File: config.mk
export PLATFORM = sky130hd
export DESIGN_NAME = mm_inst_scheduler_flat
export DESIGN_NICKNAME = d
export VERILOG_FILES = /design/src/rtl/mm_inst_scheduler_if.sv /design/src/rtl/mm_inst_scheduler.sv /design/src/flat_wrapper.sv
export SDC_FILE = /design/constraint.sdc
export NUM_CORES = 1
export LEC_CHECK = 0
export CAP_MARGIN = 20
export CORE_MARGIN = 1
export CORE_UTILIZATION = 55
export DETAILED_ROUTE_END_ITERATION = 12
export GPL_ROUTABILITY_DRIVEN = 0
export GPL_TIMING_DRIVEN = 0
export PLACE_DENSITY = 0.84
export SLEW_MARGIN = 15
export SYNTH_ARGS = -nofsm -noshare
export SYNTH_HDL_FRONTEND = slang
export SYNTH_SLANG_ARGS = --single-unit
File: constraint.sdc
create_clock -name kernel_clk -period 5.9 [get_ports kernel_clk]
set_clock_uncertainty 0.2 [all_clocks]
set_input_delay 0.885 -clock kernel_clk [delete_from_list [all_inputs] [get_ports kernel_clk]]
set_output_delay 0.885 -clock kernel_clk [all_outputs]
set_load 0.01 [all_outputs]
File: src/rtl/mm_inst_scheduler_if.sv
// mm_inst_scheduler_if: dispatcher, mm engine and status signals of the instruction scheduler
interface mm_inst_scheduler_if #(
  parameter int MM_INST_BIT_WIDTH = 128,
  parameter int CNT_WIDTH = 16
);
  logic inst_valid;
  logic inst_ready;
  logic [MM_INST_BIT_WIDTH-1:0] inst_data;
  logic [MM_INST_BIT_WIDTH-1:0] mm_ctrl_instruction;
  logic mm_ap_start;
  logic mm_ap_done;
  logic cmpl_valid;
  logic cmpl_ready;
  logic err_illegal;
  logic err_spurious_done;
  logic busy;
  logic [CNT_WIDTH-1:0] issued_count;
  logic [CNT_WIDTH-1:0] error_count;
  modport master (
    output inst_valid, inst_data, mm_ap_done, cmpl_ready,
    input inst_ready, mm_ctrl_instruction, mm_ap_start, cmpl_valid,
    input err_illegal, err_spurious_done, busy, issued_count, error_count
  );
  modport slave (
    input inst_valid, inst_data, mm_ap_done, cmpl_ready,
    output inst_ready, mm_ctrl_instruction, mm_ap_start, cmpl_valid,
    output err_illegal, err_spurious_done, busy, issued_count, error_count
  );
endinterface

File: src/rtl/mm_inst_scheduler.sv
// mm_inst_scheduler: queues MM instructions and runs them one at a time on the mm engine
module mm_inst_scheduler #(
  parameter int MM_INST_BIT_WIDTH = 128,
  parameter int FIFO_DEPTH = 4,
  parameter int CNT_WIDTH = 16
) (
  input logic kernel_clk,
  input logic kernel_rst,
  mm_inst_scheduler_if.slave bus
);
  localparam int AW = $clog2(FIFO_DEPTH);
  localparam logic [1:0] IDLE = 2'd0, START = 2'd1, WAIT_DONE = 2'd2, CMPL = 2'd3;
  logic [1:0] state, next_state;
  logic [MM_INST_BIT_WIDTH-1:0] mem [FIFO_DEPTH];
  logic [MM_INST_BIT_WIDTH-1:0] head, inst_reg;
  logic [AW:0] wr_ptr, rd_ptr;
  logic empty, full, push, pop, legal;
  logic err_illegal_q, spurious_q;
  logic [CNT_WIDTH-1:0] issued_q, error_q;
  assign empty = wr_ptr == rd_ptr;
  assign full = (wr_ptr[AW] != rd_ptr[AW]) && (wr_ptr[AW-1:0] == rd_ptr[AW-1:0]);
  assign push = bus.inst_valid && !full;
  assign pop = state == IDLE && !empty;
  assign head = mem[rd_ptr[AW-1:0]];
  // one input source, one output buffer, and non-zero N, Ci, Co
  assign legal = $onehot(head[4:1]) && $onehot(head[10:9]) && |head[127:112] && |head[95:88] && |head[87:80];
  always_comb begin
    next_state = state == IDLE      ? (pop && legal ? START : IDLE) :
                 state == START     ? WAIT_DONE :
                 state == WAIT_DONE ? (bus.mm_ap_done ? CMPL : WAIT_DONE) :
                                      (bus.cmpl_ready ? IDLE : CMPL);
  end
  always_ff @(posedge kernel_clk) begin
    if (push) mem[wr_ptr[AW-1:0]] <= bus.inst_data;
  end
  always_ff @(posedge kernel_clk) begin
    if (kernel_rst) begin
      state <= IDLE;
      wr_ptr <= '0;
      rd_ptr <= '0;
      inst_reg <= '0;
      err_illegal_q <= 1'b0;
      spurious_q <= 1'b0;
      issued_q <= '0;
      error_q <= '0;
    end else begin
      state <= next_state;
      if (push) wr_ptr <= wr_ptr + (AW+1)'(1);
      if (pop) rd_ptr <= rd_ptr + (AW+1)'(1);
      if (pop && legal) inst_reg <= head;
      err_illegal_q <= pop && !legal;
      if (pop && !legal) error_q <= error_q + CNT_WIDTH'(1);
      if (state == START) issued_q <= issued_q + CNT_WIDTH'(1);
      if (bus.mm_ap_done && state != WAIT_DONE) spurious_q <= 1'b1;
    end
  end
  assign bus.inst_ready = !full;
  assign bus.mm_ctrl_instruction = inst_reg;
  assign bus.mm_ap_start = state == START;
  assign bus.cmpl_valid = state == CMPL;
  assign bus.err_illegal = err_illegal_q;
  assign bus.err_spurious_done = spurious_q;
  assign bus.busy = state != IDLE || !empty;
  assign bus.issued_count = issued_q;
  assign bus.error_count = error_q;
endmodule

File: src/flat_wrapper.sv
// flat-port wrapper written by rule: the top's interface ports become plain ports
module mm_inst_scheduler_flat 
#(
  parameter int MM_INST_BIT_WIDTH = 128,
  parameter int FIFO_DEPTH = 4,
  parameter int CNT_WIDTH = 16
)
  (kernel_clk, kernel_rst, bus_inst_valid, bus_inst_data, bus_mm_ap_done, bus_cmpl_ready, bus_inst_ready, bus_mm_ctrl_instruction, bus_mm_ap_start, bus_cmpl_valid, bus_err_illegal, bus_err_spurious_done, bus_busy, bus_issued_count, bus_error_count);
  mm_inst_scheduler_if #(.MM_INST_BIT_WIDTH(MM_INST_BIT_WIDTH), .CNT_WIDTH(CNT_WIDTH)) bus_i ();
  input logic kernel_clk;
  input logic kernel_rst;
  input wire logic [$bits(bus_i.inst_valid)-1:0] bus_inst_valid;
  input wire logic [$bits(bus_i.inst_data)-1:0] bus_inst_data;
  input wire logic [$bits(bus_i.mm_ap_done)-1:0] bus_mm_ap_done;
  input wire logic [$bits(bus_i.cmpl_ready)-1:0] bus_cmpl_ready;
  output wire logic [$bits(bus_i.inst_ready)-1:0] bus_inst_ready;
  output wire logic [$bits(bus_i.mm_ctrl_instruction)-1:0] bus_mm_ctrl_instruction;
  output wire logic [$bits(bus_i.mm_ap_start)-1:0] bus_mm_ap_start;
  output wire logic [$bits(bus_i.cmpl_valid)-1:0] bus_cmpl_valid;
  output wire logic [$bits(bus_i.err_illegal)-1:0] bus_err_illegal;
  output wire logic [$bits(bus_i.err_spurious_done)-1:0] bus_err_spurious_done;
  output wire logic [$bits(bus_i.busy)-1:0] bus_busy;
  output wire logic [$bits(bus_i.issued_count)-1:0] bus_issued_count;
  output wire logic [$bits(bus_i.error_count)-1:0] bus_error_count;
  assign bus_i.inst_valid = bus_inst_valid;
  assign bus_i.inst_data = bus_inst_data;
  assign bus_i.mm_ap_done = bus_mm_ap_done;
  assign bus_i.cmpl_ready = bus_cmpl_ready;
  assign bus_inst_ready = bus_i.inst_ready;
  assign bus_mm_ctrl_instruction = bus_i.mm_ctrl_instruction;
  assign bus_mm_ap_start = bus_i.mm_ap_start;
  assign bus_cmpl_valid = bus_i.cmpl_valid;
  assign bus_err_illegal = bus_i.err_illegal;
  assign bus_err_spurious_done = bus_i.err_spurious_done;
  assign bus_busy = bus_i.busy;
  assign bus_issued_count = bus_i.issued_count;
  assign bus_error_count = bus_i.error_count;
  mm_inst_scheduler #(.MM_INST_BIT_WIDTH(MM_INST_BIT_WIDTH), .FIFO_DEPTH(FIFO_DEPTH), .CNT_WIDTH(CNT_WIDTH)) u_core (.kernel_clk(kernel_clk), .kernel_rst(kernel_rst), .bus(bus_i));
endmodule
==> results of run 1 <==
## Yosys cell counts (8+ instances only)
master,instances,area (um2)
edfxtp_1,512,15370
nor4_1,10,62.56
nand2_1,19,71.32
buf_2,17,85.08
nor2_1,157,589.3
nand3_1,8,40.04
xnor2_1,15,131.4
dfxtp_1,172,3443
a21oi_1,15,75.07
mux4_2,127,2860
inv_1,12,45.04
mux2i_1,130,1301
nand4_1,9,56.30
ha_1,10,125.1
and3_1,8,50.05
clkbuf_1,44,165.2
## state kept, by name, indices dropped and copies added, names as in the netlist, named ones only
register / count
u_core.bus.err_illegal: 1
u_core.bus.mm_ctrl_instruction: 128
u_core.bus.err_spurious_done: 1
u_core.bus.issued_count: 16
u_core.bus.error_count: 16
u_core.mem: 512
u_core.wr_ptr: 3
u_core.state: 2
u_core.rd_ptr: 3
## per-layer routing
layer,vias to the layer above,track usage [%]
li1,6003,-
met1,7041,30.59
met2,513,41.60
met3,108,6.030
met4,8,10.64
met5,-,0
## path summary, 6_finish.rpt
check	endpoint	slack, ns	cells after the start
worst max-delay path	u_core.bus.mm_ctrl_instruction[104]	0.45	15
worst min-delay path	u_core.bus.err_spurious_done	0.28	2
worst max register to register	u_core.bus.mm_ctrl_instruction[104]	0.45	15
worst min register to register	u_core.bus.err_spurious_done	0.28	2
## worst max-delay path: cells and delay by family, from the launching register on
family                     cells  cell delay [ns]
buffers and inverters          5             2.19
adders and majority gates      3             0.94
and+or+nand+nor                4             0.55
DFF                            1             0.34
AOI/OAI and AO/OA              1             0.43
muxes                          2             0.62
## kinds of logic after synthesis
family | Yosys count | share of synthesized area [%]
mux | 260 | 16.83
flops | 684 | 75.22
buf+inv | 78 | 1.330
simple gates | 241 | 4.306
compound gates | 41 | 1.075
fa+ha+maj | 11 | 0.5801
xor+xnor | 19 | 0.6651
## placed cells by master (no fill, tap or decap), types with 3 or more instances in the layout
cell type	synthesis	final
a21oi_1	15	15
buf_16	0	8
and4_1	3	3
inv_1	12	12
o21ai_0	6	6
nand2_1	19	19
nor2_1	157	157
and3_4	0	4
o31ai_1	4	4
buf_2	17	17
nor2b_1	3	3
ha_1	10	10
nor4_1	10	10
clkbuf_16	0	71
or3_1	6	6
mux2i_1	130	130
dfxtp_1	172	172
diode_2	0	9
edfxtp_1	512	512
bufinv_16	0	6
clkbuf_8	0	8
nor3_1	4	4
o211ai_1	3	3
buf_12	0	4
or4_1	6	6
and3_1	8	4
and2_1	3	3
clkdlybuf4s50_1	0	298
clkinv_2	0	9
clkbuf_1	44	60
xnor2_1	15	15
mux4_2	127	127
nand4_1	9	9
nand3_1	8	8
xor2_1	4	4
clkinv_1	0	8
## power by group through the flow
stage	sequential (mW)	clock, mW	combinational [mW]
3_5_place_dp	6.09	0	3.99
2_1_floorplan	6.20	0	2.30
5_1_grt	6.04	4.58	4.26
3_3_place_gp	6.11	0	3.87
4_1_cts	6.00	4.41	4.04
6_report	6.00	4.33	4.00
## through the flow
stage	setup slack, ns	TNS (ns)	utilization, %
2_1_floorplan	1.283	0	-
3_3_place_gp	-1.799	-909.17	64.58
3_5_place_dp	0.08260	0	65.29
4_1_cts	0.003243	0	70.32
5_1_grt	0.04114	0	70.36
6_report	0.4477	0	70.37
## area by class of cell
class                   count  area (um2)  area share, %
diodes                      9       22.52        0.07191
plain buffers              65       285.3         0.9108
clock buffers              96        1951          6.228
clock inverters            27       287.8         0.9188
inverters                  12       45.04         0.1438
multi-input cells         572        5888          18.80
flip-flops and latches    684       18820          60.08
well taps                 592       740.7          2.365
repair buffers            310        3283          10.48
## what timing repair did
action,CTS,global route
endpoints found under the setup margin,0,119
resized for setup,0,3
endpoints found under the hold margin,0,0
hold buffers,0,0
==> flow_metrics.env, run 1 <==
export IMPL_cp_arrival_ns=5.70
export IMPL_port_buffers=298
export IMPL_final_nets=1857
export IMPL_drtIter0Drc=1150
export IMPL_p_sw_mw=4.061
export IMPL_drc=0
export IMPL_fillers=2741
export IMPL_drive_gt1_share_pct=15.12
export IMPL_vias_per_cell=5.777
export IMPL_dr_pass1_iters=5
export IMPL_power_frac_comb_pct=27.9
export IMPL_clockBufferDepth=3
export IMPL_root_buffer="clkbuf_16"
export IMPL_holdCritStartpoint="u_core.bus.err_spurious_done"
export IMPL_p_leak_nw=11.07
export IMPL_wl_met1_um=22220
export IMPL_holdWs_ns=0.2811
export IMPL_topRoutingLayerUsed="met5"
export IMPL_total_power_mw=14.33
export IMPL_hp_class="reg2reg"
export IMPL_grt_pass1_wl_um=84850
export IMPL_grt_usage_pct=24.72
export IMPL_syn_num_nets=1478
export IMPL_core_area_mm2=0.04451
export IMPL_start_util_pct=56.21
export IMPL_area_growth_pct=25.19
export IMPL_path_class="reg2reg"
export IMPL_syn_inst=1334
export IMPL_dieArea_mm2=0.04635
export IMPL_detail_route_antenna_nets=0
export IMPL_vias=13670
export IMPL_yosysSeqAreaShare_pct=75.22
export IMPL_fmax_mhz=183.4
export IMPL_status="complete, no violations"
export IMPL_cts_buffers=68
export IMPL_cp_cell_sequence="clkbuf_1 -> clkbuf_1 -> clkbuf_2 -> mux4_2 -> ha_1 -> ha_1 -> fa_1 -> nor2_1 -> nand2_1 -> a211oi_1 -> nand4_1 -> buf_2 -> buf_2 -> mux2i_1 -> nor2_1"
export IMPL_overflow=0
export IMPL_endpoint_kind="flop"
export IMPL_internal_power_mw=10.27
export IMPL_clock_latency_ns=0.59
export IMPL_syn_area_mm2=0.02502
export IMPL_rsz0062_at_grt="no"
export IMPL_row_count=77
export IMPL_fin_crit_ns=5.452
export IMPL_io_pins=299
export IMPL_switching_share_pct=28.35
export IMPL_clock_sinks=684
export IMPL_wl_per_cell_um=24.01
export IMPL_powerDensity_mw_per_mm2=457.4
export IMPL_grt_start_max_net_pins=48
export IMPL_finalHoldViolCount=0
export IMPL_grt_pass1_vias=14230
export IMPL_tightestPinTransition_ns=0.9950
export IMPL_period_share_pct=92.41
export IMPL_layoutNonFillerInstCount=2367
export IMPL_avgSynthCellArea_um2=18.75
export IMPL_power_frac_seq_pct=41.9
export IMPL_synth_edff_count=512
export IMPL_async_flop_share_pct=0
export IMPL_cts_tree="yes"
export IMPL_drv_slew=0
export IMPL_ys_ff_latch=684
export IMPL_dp_cells=2236
export IMPL_setup_viol=0
export IMPL_post_cts_buffers=0
export IMPL_die_height_um=215.3
export IMPL_hpwlAfterDp_um=35770
export IMPL_worstPathRequired_ns=6.15
export IMPL_placed_cell_area_mm2=0.02906
export IMPL_met3WireLength_um=3828
export IMPL_die_width_um=215.3
export IMPL_irDropWorstVdd_v=0.0004001
export IMPL_clkPwrFrac_pct=30.2
export IMPL_synth_cell_types=48
export IMPL_relSlewSlack_pct=33.66
export IMPL_path_clk_slew_ns=0.06
export IMPL_cts_max_level=3
export IMPL_route_met2_wl_um=28970
export IMPL_final_cell_area_mm2=0.03132
export IMPL_grt_antenna_before_repair=13
export IMPL_synthFlopType="edfxtp_1"
export IMPL_cap_violations=0
export IMPL_critical_path_startpoint_type="flop"
export IMPL_slowest_stage="clkbuf_1"
export IMPL_routed_wirelength_um=56840
export IMPL_path_max_fanout=10
export IMPL_synth_warnings=0
export IMPL_slowest_delay_ns=0.56
(Power assumes the default switching activity.)
==> run 2: changes to the inputs <==
--- a/config.mk
+++ b/config.mk
@@ -12,6 +12,7 @@
 export GPL_ROUTABILITY_DRIVEN = 0
 export GPL_TIMING_DRIVEN = 0
 export PLACE_DENSITY = 0.84
+export SETUP_SLACK_MARGIN = 0.1
 export SLEW_MARGIN = 15
 export SYNTH_ARGS = -nofsm -noshare
 export SYNTH_HDL_FRONTEND = slang
==> flow_metrics.env, run 2 (synthesis results as in run 1) <==
export IMPL_placed_cell_area_mm2=0.02906
export IMPL_layout_cells_most_common_list="edfxtp_1, clkdlybuf4s50_1, dfxtp_1"
export IMPL_multi_input_area_mm2=0.005888
export IMPL_hpwlAfterDp_um=35770
export IMPL_path_class="reg2reg"
export IMPL_fillers=2743
export IMPL_grt_usage_pct=24.72
export IMPL_drtIter0Drc=1209
export IMPL_final_cell_area_mm2=0.03132
export IMPL_powerDensity_mw_per_mm2=457.3
export IMPL_grt_start_max_net_pins=48
export IMPL_path_max_fanout=10
export IMPL_dieArea_mm2=0.04635
export IMPL_fmax_mhz=190.5
export IMPL_grt_antenna_before_repair=13
export IMPL_total_power_mw=14.32
export IMPL_detail_route_antenna_nets=0
export IMPL_p_leak_nw=11.07
export IMPL_area_growth_pct=25.18
export IMPL_layout_setup_ws_ns=0.6515
export IMPL_post_cts_buffers=0
export IMPL_setup_viol=0
export IMPL_cts_buffers=68
export IMPL_vias=13680
export IMPL_core_area_mm2=0.04451
export IMPL_irDropWorstVdd_v=0.0003996
export IMPL_dp_cells=2236
export IMPL_endpoint_kind="flop"
export IMPL_start_util_pct=56.21
export IMPL_wl_per_cell_um=24.03
export IMPL_tightestPinTransition_ns=1.007
export IMPL_r2r_end="u_core.bus.mm_ctrl_instruction[104]"
export IMPL_die_height_um=215.3
export IMPL_rsz0062_at_grt="no"
export IMPL_drv_slew=0
export IMPL_holdCritStartpoint="u_core.bus.err_spurious_done"
export IMPL_r2r_cells=15
export IMPL_row_count=77
export IMPL_grt_pass1_vias=14230
export IMPL_routed_wirelength_um=56850
export IMPL_overflow=0
export IMPL_status="complete, no violations"
export IMPL_postLayoutCoreUtil_pct=70.37
export IMPL_ff_latch_area_mm2=0.01882
export IMPL_die_width_um=215.3
export IMPL_relSlewSlack_pct=32.83
export IMPL_clockBufferDepth=3
export IMPL_io_pins=299
export IMPL_critical_path_startpoint_type="flop"
export IMPL_hp_class="reg2reg"
export IMPL_fin_setup_tns_ns=0
export IMPL_cap_violations=0
export IMPL_drive_gt1_share_pct=15.18
export IMPL_pre_cts_ws_ns=0.08260
export IMPL_clock_sinks=684
export IMPL_finalHoldViolCount=0
export IMPL_fin_crit_ns=5.248
export IMPL_min_to="u_core.bus.err_spurious_done"
export IMPL_largest_reg_flops=512
export IMPL_hold_depth=2
export IMPL_root_buffer="clkbuf_16"
export IMPL_cts_max_level=3
export IMPL_grt_pass1_wl_um=84850
export IMPL_worstPathRequired_ns=6.15
export IMPL_period_share_pct=88.96
export IMPL_cp_arrival_ns=5.50
export IMPL_ctsHoldBuffers=0
export IMPL_port_buffers=298
export IMPL_rrSetupSlack_ns=0.65
export IMPL_dr_pass1_iters=5
export IMPL_path_clk_slew_ns=0.06
export IMPL_vias_per_cell=5.780
export IMPL_drc=0
export IMPL_layoutNonFillerInstCount=2366
export IMPL_final_common_cell="edfxtp_1"
export IMPL_clock_latency_ns=0.59
export IMPL_holdWs_ns=0.2824
export IMPL_cts_tree="yes"
export IMPL_final_nets=1857
[run 2: cell types whose count changed in the layout (fill, tap and decap cells not counted), sizes merged]
cell	before	now
diode	9	8
[run 2: final cells by class]
| class | instances | share of cell area [%] |
|---|---|---|
| clock inverter | 27 | 0.9188 |
| multi-input combinational | 572 | 18.80 |
| tap | 592 | 2.365 |
| antenna | 8 | 0.06392 |
| timing repair buffer | 310 | 10.48 |
| inverter | 12 | 0.1438 |
| clock buffer | 96 | 6.228 |
| sequential | 684 | 60.08 |
| buffer | 65 | 0.9148 |
[run 2: repair_timing]
item | in CTS | in global routing
pin swaps | 0 | 0
endpoints found under the setup margin | 59 | 75
gates resized for setup | 1 | 2
[run 2: power by group]
group | leakage (nW) | internal, mW | total, mW | switching [mW]
registers | 6.09 | 5.73 | 6.00 | 0.271
clock network | 1.09 | 2.57 | 4.32 | 1.75
logic | 3.89 | 1.97 | 4.00 | 2.03
[run 2: critical path: stages, from the launching register on]
cell and delay, ns:
dfxtp_1 0.34, clkbuf_1 0.52, clkbuf_2 0.41, clkbuf_2 0.41
mux4_2 0.38, ha_1 0.31, ha_1 0.21, fa_1 0.42
nor2_1 0.11, nand2_1 0.12, a211oi_1 0.44, nand4_1 0.25
buf_2 0.33, buf_2 0.34, mux2i_1 0.24, nor2_1 0.06
[run 2: how the worst max path moves through the flow]
| stage | cells past startpoint | from | to | slack, ns |
|---|---|---|---|---|
| floorplan | 1 | bus_inst_valid | u_core.mem[3][0] | 1.28 |
| global placement | 2 | bus_inst_valid | u_core.mem[1][54] | -1.80 |
| detailed placement | 15 | flop | u_core.bus.mm_ctrl_instruction[104] | 0.08 |
| CTS | 15 | flop | u_core.bus.mm_ctrl_instruction[111] | 0.26 |
| global route | 15 | flop | u_core.bus.mm_ctrl_instruction[108] | 0.24 |
| finish | 15 | flop | u_core.bus.mm_ctrl_instruction[104] | 0.65 |
[run 2: metal layers]
layer  vias up  part of all wire, %  GRT usage, %
li1       6008                    -             -
met2       543                   51         41.60
met5         -                0.097             0
met3       108                  7.2         6.030
met1      7008                   38         30.59
met4         8                  3.1         10.64
==> run 3: changes to the inputs <==
--- a/config.mk
+++ b/config.mk
@@ -12,6 +12,7 @@
 export GPL_ROUTABILITY_DRIVEN = 0
 export GPL_TIMING_DRIVEN = 0
 export PLACE_DENSITY = 0.84
+export REMOVE_ABC_BUFFERS = 1
 export SETUP_SLACK_MARGIN = 0.1
 export SLEW_MARGIN = 15
 export SYNTH_ARGS = -nofsm -noshare
==> flow_metrics.env, run 3 (synthesis results as in run 1) <==
export IMPL_overflow=0
export IMPL_drive_gt1_share_pct=16.57
export IMPL_vias=13400
export IMPL_drtIter0Drc=1086
export IMPL_clockBufferDepth=3
export IMPL_post_cts_resized=0
export IMPL_placed_cell_area_mm2=0.02921
export IMPL_die_width_um=215.3
export IMPL_layout_setup_ws_ns=0.7062
export IMPL_cts_max_level=3
export IMPL_grt_pass1_wl_um=82880
export IMPL_layout_cells_most_common_list="edfxtp_1, clkdlybuf4s50_1, dfxtp_1"
export IMPL_pre_cts_ws_ns=0.4002
export IMPL_cap_violations=0
export IMPL_vias_per_cell=5.759
export IMPL_period_share_pct=88.03
export IMPL_endpoint_kind="flop"
export IMPL_dr_pass1_iters=5
export IMPL_drv_slew=0
export IMPL_die_height_um=215.3
export IMPL_irDropWorstVdd_v=0.0004268
export IMPL_cts_buffers=69
export IMPL_hpwlAfterDp_um=32010
export IMPL_cp_arrival_ns=5.44
export IMPL_final_nets=1820
export IMPL_area_growth_pct=26.08
export IMPL_largest_reg_flops=512
export IMPL_grt_pass1_vias=14120
export IMPL_ctsHoldBuffers=0
export IMPL_clock_latency_ns=0.59
export IMPL_hp_class="reg2reg"
export IMPL_drc=0
export IMPL_setup_viol=0
export IMPL_clock_sinks=684
export IMPL_detail_route_antenna_nets=0
export IMPL_p_leak_nw=11.19
export IMPL_post_cts_buffers=0
export IMPL_core_area_mm2=0.04451
export IMPL_path_class="reg2reg"
export IMPL_rsz0062_at_grt="no"
export IMPL_worstPathRequired_ns=6.15
export IMPL_fin_setup_tns_ns=0
export IMPL_critical_path_startpoint_type="flop"
export IMPL_port_buffers=298
export IMPL_final_common_cell="edfxtp_1"
export IMPL_final_cell_area_mm2=0.03154
export IMPL_fmax_mhz=192.5
export IMPL_start_util_pct=56.21
export IMPL_path_clk_slew_ns=0.06
export IMPL_finalHoldViolCount=0
export IMPL_fin_crit_ns=5.194
export IMPL_path_max_fanout=39
export IMPL_wl_per_cell_um=23.13
export IMPL_row_count=77
export IMPL_root_buffer="clkbuf_16"
export IMPL_io_pins=299
export IMPL_grt_usage_pct=23.61
export IMPL_relSlewSlack_pct=52.25
export IMPL_routed_wirelength_um=53800
export IMPL_grt_antenna_before_repair=5
export IMPL_tightestPinTransition_ns=0.7130
export IMPL_status="complete, no violations"
export IMPL_cts_tree="yes"
export IMPL_powerDensity_mw_per_mm2=459.6
export IMPL_grt_start_max_net_pins=117
export IMPL_dieArea_mm2=0.04635
-- run 3: cell count changes in the layout (fill, tap and decap cells not counted), sizes merged --
cell and change:
clkbuf -50, buf +7, diode -6, clkinvlp +4, clkinv +3, inv +3
clkdlybuf4s50 -1
-- run 3: worst max-delay path, cell delays in order (launching register included) --
cell	delay, ns
dfxtp_4	0.76
buf_12	0.29
buf_12	0.25
mux4_2	0.37
ha_1	0.32
ha_1	0.20
fa_1	0.45
nor2_1	0.11
nand2_1	0.08
a211oi_1	0.56
nand4_1	0.17
buf_4	0.20
buf_8	0.15
buf_8	0.15
buf_8	0.15
buf_8	0.16
buf_6	0.16
mux2i_1	0.18
nor2_1	0.09
-- run 3: layout make-up --
class                   count  area, um2
clock buffers              90       1929
diodes                      2      5.005
fillers                  2644      12970
repair buffers            337       3730
inverters                  12      45.04
multi-input cells         572       5888
well taps                 592      740.7
flip-flops and latches    684      18830
clock inverters            37      380.4
-- run 3: final timing paths --
path                                      startpoint                                  to  slack, ns  depth (start not counted)
setup / recovery                                flop  u_core.bus.mm_ctrl_instruction[68]       0.71                         18
hold / removal    u_core.bus.mm_ctrl_instruction[23]  u_core.bus.mm_ctrl_instruction[23]       0.30                          2
setup reg to reg                                flop  u_core.bus.mm_ctrl_instruction[68]       0.71                         18
hold reg to reg   u_core.bus.mm_ctrl_instruction[23]  u_core.bus.mm_ctrl_instruction[23]       0.30                          2
-- run 3: metrics by stage --
step	util, %	hold slack, ns	cells	power, mW
3_5_place_dp	65.64	0.2859	2195	10.16
6_report	70.87	0.2969	2326	14.50
5_1_grt	70.86	0.3209	2324	15.09
4_1_cts	70.82	0.3006	2322	14.62
3_3_place_gp	63.93	0.2531	2158	9.324
2_1_floorplan	-	0.2648	1268	8.597
-- run 3: power breakdown --
group | switching (mW) | internal (mW) | total, mW | leakage [nW]
clock network | 1.80 | 2.59 | 4.40 | 1.12
registers | 0.322 | 5.73 | 6.05 | 6.09
logic | 1.91 | 2.14 | 4.05 | 3.97
-- run 3: routing by layer --
layer | wire, um | global-route usage [%] | vias up
li1 | - | - | 5918
met2 | 27840 | 40.13 | 558
met4 | 1068 | 6.288 | 8
met5 | 52 | 0 | -
met3 | 4374 | 7.077 | 93
met1 | 20460 | 29.56 | 6819
